[src/rtl/cci_mpf_prim_ram_arb_pkg.sv]
// Shared types and helpers for the byte-enabled RAM port-0 arbiter and its
// round-robin grant block.
package cci_mpf_prim_ram_arb_pkg;

    // Requester count the index type is sized for; the arbiter top defaults to it.
    localparam int unsigned ARB_N_REQ = 4;
    localparam int unsigned ARB_IDX_W = (ARB_N_REQ > 1) ? $clog2(ARB_N_REQ) : 1;
    localparam int unsigned STAT_W    = 32;

    typedef logic [ARB_IDX_W-1:0] t_req_idx;

    typedef enum logic {
        ST_INIT = 1'b0,
        ST_RUN  = 1'b1
    } t_arb_state;

    typedef struct packed {
        logic     valid;
        t_req_idx idx;
    } t_rsp_pipe_ent;

    // Pointer after a handshake by requester g: (g + 1) mod n.
    function automatic t_req_idx rr_next_ptr(input t_req_idx g, input int unsigned n);
        logic [31:0] nxt;
        nxt = 32'(g) + 32'd1;
        return (nxt >= n) ? '0 : t_req_idx'(nxt);
    endfunction

endpackage

[src/rtl/cci_mpf_prim_rr_arb.sv]
// Combinational round-robin grant: searches ptr, ptr+1, ... wrapping at N and
// grants the first requester found. The pointer register lives in the caller.
module cci_mpf_prim_rr_arb #(
    parameter int unsigned N = 4,
    localparam int unsigned IW = (N > 1) ? $clog2(N) : 1
) (
    input  logic [N-1:0]  req,
    input  logic [IW-1:0] ptr,
    output logic [N-1:0]  grant_c,
    output logic [IW-1:0] grant_idx_c,
    output logic          grant_valid_c
);

    logic [IW-1:0] cand;

    always_comb begin
        grant_c       = '0;
        grant_idx_c   = '0;
        grant_valid_c = 1'b0;
        cand          = '0;
        for (int unsigned k = 0; k < N; k++) begin
            cand = IW'((32'(ptr) + k) % N);
            if (!grant_valid_c && req[cand]) begin
                grant_valid_c = 1'b1;
                grant_idx_c   = cand;
            end
        end
        if (grant_valid_c) begin
            grant_c = N'(1) << grant_idx_c;
        end
    end

endmodule

[src/rtl/cci_mpf_prim_ram_byteena_arb.sv]
// Shares port 0 of a byte-enabled block RAM among N_REQ requesters after an
// init sweep. CCI_MPF_PRIM_RAM_ARB_STATS_EN adds grant/stall counters.
module cci_mpf_prim_ram_byteena_arb
    import cci_mpf_prim_ram_arb_pkg::*;
#(
    parameter int unsigned N_REQ               = ARB_N_REQ,
    parameter int unsigned N_ENTRIES           = 512,
    parameter int unsigned N_DATA_BITS         = 64,
    parameter int unsigned N_BYTE_BITS         = 8,
    parameter int unsigned N_OUTPUT_REG_STAGES = 1,
    parameter logic [N_DATA_BITS-1:0] INIT_VALUE = '0,
    localparam int unsigned AW = $clog2(N_ENTRIES),
    localparam int unsigned NB = N_DATA_BITS / N_BYTE_BITS
) (
    input  logic                         clk,
    input  logic                         reset,
    output logic                         rdy,

    input  logic [N_REQ-1:0]             req_valid,
    output logic [N_REQ-1:0]             req_ready,
    input  logic [N_REQ-1:0]             req_wen,
    input  logic [N_REQ*AW-1:0]          req_addr,
    input  logic [N_REQ*NB-1:0]          req_byteena,
    input  logic [N_REQ*N_DATA_BITS-1:0] req_wdata,

    output logic [N_REQ-1:0]             rsp_valid,
    output logic [N_DATA_BITS-1:0]       rsp_rdata,
`ifdef CCI_MPF_PRIM_RAM_ARB_STATS_EN
    output logic [N_REQ*STAT_W-1:0]      stat_grants,
    output logic [STAT_W-1:0]            stat_stall,
`endif
    output logic [AW-1:0]                ram_addr,
    output logic                         ram_wen,
    output logic [NB-1:0]                ram_byteena,
    output logic [N_DATA_BITS-1:0]       ram_wdata,
    input  logic [N_DATA_BITS-1:0]       ram_rdata
);

    localparam int unsigned RD_LAT = 1 + N_OUTPUT_REG_STAGES;

    t_arb_state                  state_q, state_d;
    logic [AW-1:0]               init_addr_q, init_addr_d;
    logic                        rdy_q, rdy_d;
    t_req_idx                    ptr_q, ptr_d;
    t_rsp_pipe_ent [RD_LAT-1:0]  pipe_q, pipe_d;

    logic [N_REQ-1:0]            arb_req;
    logic [N_REQ-1:0]            grant;
    t_req_idx                    grant_idx;
    logic                        grant_valid;
    logic                        rd_issue;

    logic                        sel_wen;
    logic [AW-1:0]               sel_addr;
    logic [NB-1:0]               sel_be;
    logic [N_DATA_BITS-1:0]      sel_wdata;

    // Requests are invisible to the arbiter until the sweep has finished.
    assign arb_req = (state_q == ST_RUN) ? req_valid : '0;

    cci_mpf_prim_rr_arb #(
        .N (N_REQ)
    ) u_rr_arb (
        .req           (arb_req),
        .ptr           (ptr_q),
        .grant_c       (grant),
        .grant_idx_c   (grant_idx),
        .grant_valid_c (grant_valid)
    );

    assign sel_wen   = req_wen[grant_idx];
    assign sel_addr  = req_addr[32'(grant_idx)*AW +: AW];
    assign sel_be    = req_byteena[32'(grant_idx)*NB +: NB];
    assign sel_wdata = req_wdata[32'(grant_idx)*N_DATA_BITS +: N_DATA_BITS];

    // Next-state, pointer and RAM port drive.
    always_comb begin
        state_d     = state_q;
        init_addr_d = init_addr_q;
        rdy_d       = rdy_q;
        ptr_d       = ptr_q;
        req_ready   = '0;
        rd_issue    = 1'b0;
        ram_wen     = 1'b0;
        ram_addr    = init_addr_q;
        ram_byteena = '1;
        ram_wdata   = INIT_VALUE;

        case (state_q)
            ST_INIT: begin
                // Held off while reset is asserted so no write leaks out.
                ram_wen     = !reset;
                init_addr_d = init_addr_q + AW'(1);
                if (init_addr_q == AW'(N_ENTRIES - 1)) begin
                    state_d     = ST_RUN;
                    rdy_d       = 1'b1;
                    init_addr_d = '0;
                end
            end
            ST_RUN: begin
                req_ready = grant;
                ram_addr  = sel_addr;
                ram_wdata = sel_wdata;
                if (grant_valid) begin
                    ram_wen  = sel_wen;
                    rd_issue = !sel_wen;
                    ptr_d    = rr_next_ptr(grant_idx, N_REQ);
                    if (sel_wen) begin
                        ram_byteena = sel_be;
                    end
                end
            end
            default: begin
                state_d = ST_INIT;
            end
        endcase
    end

    // Read-latency tracker: entry enters at stage 0, exits RD_LAT cycles later.
    always_comb begin
        pipe_d           = pipe_q;
        pipe_d[0].valid  = rd_issue;
        pipe_d[0].idx    = grant_idx;
        for (int unsigned i = 1; i < RD_LAT; i++) begin
            pipe_d[i] = pipe_q[i-1];
        end
    end

    always_ff @(posedge clk or posedge reset) begin
        if (reset) begin
            state_q     <= ST_INIT;
            init_addr_q <= '0;
            rdy_q       <= 1'b0;
            ptr_q       <= '0;
            pipe_q      <= '0;
        end else begin
            state_q     <= state_d;
            init_addr_q <= init_addr_d;
            rdy_q       <= rdy_d;
            ptr_q       <= ptr_d;
            pipe_q      <= pipe_d;
        end
    end

    assign rdy       = rdy_q;
    assign rsp_valid = pipe_q[RD_LAT-1].valid ? (N_REQ'(1) << pipe_q[RD_LAT-1].idx) : '0;
    assign rsp_rdata = ram_rdata;

`ifdef CCI_MPF_PRIM_RAM_ARB_STATS_EN
    logic [N_REQ-1:0][STAT_W-1:0] grants_q, grants_d;
    logic [STAT_W-1:0]            stall_q, stall_d;

    // Saturating counters, active only once the sweep is done.
    always_comb begin
        grants_d = grants_q;
        stall_d  = stall_q;
        if (state_q == ST_RUN) begin
            if (grant_valid && (grants_q[grant_idx] != '1)) begin
                grants_d[grant_idx] = grants_q[grant_idx] + STAT_W'(1);
            end
            if (((req_valid & ~grant) != '0) && (stall_q != '1)) begin
                stall_d = stall_q + STAT_W'(1);
            end
        end
    end

    always_ff @(posedge clk or posedge reset) begin
        if (reset) begin
            grants_q <= '0;
            stall_q  <= '0;
        end else begin
            grants_q <= grants_d;
            stall_q  <= stall_d;
        end
    end

    assign stat_grants = grants_q;
    assign stat_stall  = stall_q;
`endif

endmodule

[config.mk]
export PLATFORM = sky130hd
export DESIGN_NAME = cci_mpf_prim_ram_byteena_arb
export DESIGN_NICKNAME = d
export VERILOG_FILES = /design/src/rtl/cci_mpf_prim_ram_arb_pkg.sv /design/src/rtl/cci_mpf_prim_rr_arb.sv /design/src/rtl/cci_mpf_prim_ram_byteena_arb.sv
export SDC_FILE = /design/constraint.sdc
export NUM_CORES = 1
export LEC_CHECK = 0
export BUFFER_PORTS_ARGS = -buffer_cell sky130_fd_sc_hd__buf_2
export CAP_MARGIN = 20
export CORE_AREA = 2 2 214 216
export DETAILED_ROUTE_END_ITERATION = 10
export DIE_AREA = 0 0 216 218
export GPL_ROUTABILITY_DRIVEN = 0
export PLACE_DENSITY = 0.33
export SKIP_LAST_GASP = 1
export SLEW_MARGIN = 40
export SYNTH_ARGS = -nofsm -noshare
export SYNTH_HDL_FRONTEND = slang
export SYNTH_SLANG_ARGS = --single-unit
[constraint.sdc]
create_clock -name clk -period 2.9 [get_ports clk]
set_input_delay 0.29 -clock clk [delete_from_list [all_inputs] [get_ports clk]]
set_output_delay 0.29 -clock clk [all_outputs]
set_load 0.03 [all_outputs]
==> metrics.txt, run 1 <==
status=finished clean; Layout Skew=approximately 0.0066 ns; type of the tightest min-delay check=in -> async; final wirelength=~25000 um; Worst EP arrival=2.44 ns; Main synth FF type=dfrtp_1; RR Startpoint=state_q; #FFs+latches synth=19; clk root buf=clkbuf_16; Peak Freq=between 300 and 400 MHz; FP Rows=just under 80; Seq pwr share=0.291; grt ovf=0; EDFF count, synth=0; setup TNS=0 ns; Clock Latency Late Sink=0.25 ns; DR WL/cell=17.1 um; Ports=553; Area Growth Syn to Fin=58.9%; Post-CTS Setup Bufs=0; Non-Filler Instances=between 1000 and 1500; r2r endpoint=pipe_d[5]; Yosys warning count=0; layout cells sized above 1=0.539; unique cell type count in the Yosys netlist=40; gr usage total=0.0977; port buffer count=424; crit path launch type=flip-flop; sequential share of the synthesized area=0.113; Synth area leader=mux2i_1; first-pass GRT wire length=approximately 34000 um; count leader, synth=mux2i_1; # Max-Cap Violations=0; Worst Max-Slew Pin Slew=between 0.5 and 0.6 ns; Synth Instances=approximately 520; PD cells=138 nW/um2; Critical Path End Type=output pin; worst r2r path cells=6; pin count of the biggest net entering global routing=86; core area=approximately 45000 um2; Area after DPL=roughly 6600 um2; list of most frequent post-synthesis cells=140 x mux2i_1, 66 x o22ai_1, 65 x buf_4, 32 x nand3b_1, 29 x nand2_1; Final period util=0.941; post-DP HPWL=about 21000 um; # clock sinks=19; CTS Hold Buffers Added=0; Chip Height=218 um; Tmin final=approximately 2.7 ns; Yosys top cell area share=0.333; placed cell count=roughly 1500; asr flop ratio synth=1.00; Final Setup Violations=0; Slew HR=0.617; Sw Pwr=between 200 and 300 uW; worst endpoint required time=~2.6 ns; Peak VDD IR=approximately 0.14 mV; cell-internal power=about 670 uW; 1st-pass router iterations=4; vias after detailed routing=5336; Max H-tree Level=1; die area=~47000 um2; number of global-route vias before repair=5353; top post-synthesis cells by area=mux2i_1 33%, buf_4 12%, dfrtp_1 11%, o22ai_1 9.8%, nand3b_1 5.7%; WS Path Type=reg -> out; pre-CTS setup slack=~0.034 ns; Bufs on Longest Clock Path=2; final net count=~1300; Mapped Area=approximately 4200 um2; CTS Buf Count=3; Non-Filler Cell Area, Final=6690 um2; CTS clk-pin slew, worst paths=0.06 ns; CP Max Fanout=32; switching share of power=0.274; clock network power share=0.315; RSZ-0062 raised after global routing=no; Leak=approximately 4.1 nW; combinational fraction of design power=0.394; initial antenna violation count=10; R2R setup slack=between 0.9 and 1 ns; Chip Width=around 220 um; Final ANT Viol Nets=0; DRT iter0 DRCs=~190; syn_nets=922; syn avg cell area=between 8 and 9 um2; Final Hold Viols=0; final core occ=0.149; Vias/cell=3.64; Final Max Slew Viols=0; CTS tree=done; DRC=0; Final WS setup=~0.17 ns; Starting Density=0.0938
-- sequential cells by signal, indices dropped and copies added, names as in the netlist --
name,flops
init_addr_q,9
pipe_q,3
pipe_d,3
rdy,1
ptr_q,2
state_q,1
-- critical path, cell delays in order, from the launching register on --
cell and delay (ns):
dfrtp_1 0.43, nor2b_1 0.13, o21ai_1 0.07, a32o_1 0.27
o21a_4 0.16, inv_16 0.18, buf_4 0.28, mux2i_1 0.33
o22ai_1 0.12, buf_2 0.21
-- kinds of logic after synthesis --
kind of cell    after synthesis  share of synthesized area
mux                         149                      0.357
buf+inv                     125                      0.196
simple gates                121                      0.163
compound gates               98                      0.154
flops                        19                      0.113
fa+ha+maj                     6                     0.0178
-- cell type report --
cell class	count	area [um2]
clock inverters	1	5.00
clock buffers	3	75.1
multi-input cells	374	2940
fillers	5240	38200
inverters	16	77.6
diodes	3	7.51
flip-flops and latches	19	475
well taps	600	751
repair buffers	451	2360
-- layout by cell type (no fill, tap or decap), types with 2 or more instances in the layout --
| cell | count |
|---|---|
| a21oi_1 | 6 |
| and2_1 | 4 |
| and3_1 | 2 |
| buf_12 | 3 |
| buf_2 | 424 |
| buf_4 | 24 |
| clkbuf_16 | 3 |
| clkinv_2 | 2 |
| dfrtp_1 | 19 |
| diode_2 | 3 |
| ha_1 | 6 |
| inv_1 | 13 |
| mux2_1 | 8 |
| mux2i_1 | 139 |
| nand2_1 | 28 |
| nand2b_1 | 2 |
| nand3_1 | 27 |
| nand3b_1 | 32 |
| nand4_1 | 4 |
| nor2_1 | 7 |
| nor2b_1 | 4 |
| o21ai_0 | 8 |
| o221ai_1 | 9 |
| o22ai_1 | 66 |
| or3_1 | 4 |
-- stage by stage --
stage	hold WS, ns	total power, mW
6_report	0.0580	0.921
5_1_grt	0.0933	0.979
4_1_cts	0.0738	0.938
3_5_place_dp	0.335	0.639
3_3_place_gp	0.336	0.639
2_1_floorplan	0.241	0.539
-- worst max-delay path by stage --
| stage | from | end | slack, ns | cells past startpoint |
|---|---|---|---|---|
| after CTS | ptr_q[1] | ram_wdata[18] | 0.04 | 9 |
| after floorplan | ptr_q[1] | ram_wen | 0.57 | 8 |
| final | ptr_q[1] | ram_wdata[18] | 0.17 | 9 |
| after global placement | req_valid[2] | ram_wdata[1] | 0.04 | 10 |
| after detailed placement | req_valid[2] | ram_wdata[1] | 0.03 | 10 |
| after global routing | ptr_q[1] | ram_wdata[18] | 0.04 | 9 |
-- power groups by stage --
stage / clock, mW / combinational, mW / sequential (mW)
after floorplan: 0 / 0.266 / 0.273
after global placement: 0 / 0.366 / 0.273
after detailed placement: 0 / 0.366 / 0.273
after CTS: 0.301 / 0.369 / 0.268
after global routing: 0.309 / 0.401 / 0.268
final: 0.290 / 0.363 / 0.268
-- routing by layer --
metal,global-route usage,wire length [um]
met4,0.0260,598
met1,0.110,9680
met3,0.0344,2280
met5,0.00521,31
met2,0.174,12400
-- timing repair --
item	in CTS	in global routing
hold endpoints to repair	0	0
setup endpoints to repair	1	10
gates resized for setup	2	3
(Power assumes the default switching activity.)
==> run 2, diff against run 1 <==
--- a/config.mk
+++ b/config.mk
@@ -7,11 +7,11 @@
 export LEC_CHECK = 0
 export BUFFER_PORTS_ARGS = -buffer_cell sky130_fd_sc_hd__buf_2
 export CAP_MARGIN = 20
-export CORE_AREA = 2 2 214 216
+export CORE_AREA = 10 10 210 212
 export DETAILED_ROUTE_END_ITERATION = 10
-export DIE_AREA = 0 0 216 218
+export DIE_AREA = 0 0 220 222
 export GPL_ROUTABILITY_DRIVEN = 0
-export PLACE_DENSITY = 0.33
+export PLACE_DENSITY = 0.36
 export SKIP_LAST_GASP = 1
 export SLEW_MARGIN = 40
 export SYNTH_ARGS = -nofsm -noshare
==> metrics.txt, run 2 (synthesis gave the netlist of run 1 again) <==
WS Path Type=reg -> out; # Max-Cap Violations=0; Layout Skew=around 0.0031 ns; FP Rows=73; CTS clk-pin slew, worst paths=about 0.060 ns; RSZ-0062 raised after global routing=no; core area=~40000 um2; DR WL/cell=roughly 22 um; Clock Latency Late Sink=between 0.2 and 0.3 ns; DRT iter0 DRCs=231; pin count of the biggest net entering global routing=63; initial antenna violation count=11; layout cells sized above 1=0.537; Worst Max-Slew Pin Slew=0.602 ns; clk root buf=clkbuf_16; crit path launch type=flip-flop; final wirelength=about 30000 um; port buffer count=around 420; gr usage total=0.113; GRT met3 Usage=0.0494; Fillers=4655; type of the tightest min-delay check=in -> async; Worst EP arrival=~2.4 ns; Chip Height=222 um; Top Usage Layer GRT=met2; max FFs per register=9; number of global-route vias before repair=5913; final net count=roughly 1300; Starting Density=0.106; die area=around 50000 um2; Biggest register=init_addr_q; Vias/cell=between 3 and 4; worst endpoint required time=between 2 and 3 ns; grt ovf=0; most common cell after layout, fill and taps aside=buf_2; Max H-tree Level=1; Peak Freq=between 300 and 400 MHz; Bufs on Longest Clock Path=2; post-DP HPWL=26300 um; status=finished clean; Ports=between 500 and 600; Final Max Slew Viols=0; Peak VDD IR=roughly 0.16 mV; GR Util met2=0.195; Final Hold Viols=0; Final Setup Violations=0; Leak=about 4.1 nW; Chip Width=220 um; CTS Hold Buffers Added=0; Final period util=0.942; final core occ=0.167; highest-count cells in the layout ignoring fill and taps=424 x buf_2, 139 x mux2i_1, 66 x o22ai_1; Slew HR=0.598; GR Util met1=0.123; CTS tree=done; Area Growth Syn to Fin=57.5%; Power, Total=921 uW; CP Max Fanout=33; setup TNS=0 ns; CTS Buf Count=3; Final ANT Viol Nets=0; PD cells=about 140 nW/um2; 1st-pass router iterations=4; DRC=0; # clock sinks=19; first-pass GRT wire length=41500 um; vias after detailed routing=roughly 5400; Critical Path End Type=output pin; Tmin final=about 2.7 ns
[run 2: cell count changes in the layout (fill, tap and decap cells not counted), sizes merged]
| cell | change |
|---|---|
| clkbuf | +2 |
| buf | -7 |
| diode | +2 |
| clkinv | -1 |
[run 2: through the flow]
| step | std cells | area [um2] | setup WS (ns) | hold WS, ns |
|---|---|---|---|---|
| final | 1388 | 6630 | 0.167 | 0.0398 |
| after global routing | 1386 | 6630 | 0.0165 | 0.0787 |
| after CTS | 1382 | 6570 | 0.0556 | 0.218 |
| after detailed placement | 1378 | 6490 | 0.346 | 0.336 |
| after global placement | 1378 | 6490 | 0.316 | 0.333 |
| after floorplan | 518 | 4210 | 0.568 | 0.241 |
[run 2: worst max-delay path: stages, from the launching register on]
cell and delay, ns:
dfrtp_2 0.45, nor2b_1 0.13, o21ai_1 0.07, a32o_1 0.27, o21a_4 0.14, inv_8 0.16, buf_12 0.26, mux2i_2 0.34
o22ai_1 0.12, buf_2 0.20
[run 2: power breakdown]
part	internal [mW]	total, mW	switching [mW]	leakage (nW)
Combinational	0.217	0.358	0.142	3.81
Sequential	0.267	0.269	0.00234	0.245
Clock	0.187	0.294	0.107	0.0382
[run 2: repair_timing]
action | CTS | global route
endpoints found under the setup margin | 0 | 37
buffers inserted | 0 | 0
resized for setup | 0 | 5
[run 2: path summary, 6_finish.rpt]
check,from,endpoint,depth (start not counted),slack (ns)
worst max-delay path,ptr_q[1],ram_wdata[43],9,0.17
worst min-delay path,reset,pipe_d[5],2,0.04
worst max register to register,ptr_q[1],ptr_q[1],8,1.02
worst min register to register,pipe_d[5],pipe_q[5],0,0.35
max in group asynchronous,reset,ptr_q[1],2,2.54
min in group clk,pipe_d[5],pipe_q[5],0,0.35
[run 2: layout make-up]
type | count | area (um2) | share of cell area
flip-flops and latches | 19 | 477 | 0.0719
clock buffers | 4 | 78.8 | 0.0119
diodes | 5 | 12.5 | 0.00189
repair buffers | 445 | 2410 | 0.363
well taps | 525 | 657 | 0.0990
inverters | 16 | 68.8 | 0.0104
multi-input cells | 374 | 2930 | 0.442
[run 2: per-layer routing]
metal,vias to the layer above,wire (um)
li1,2550,-
met1,2426,11300
met2,336,14900
met3,34,3140
met4,10,686
met5,-,117
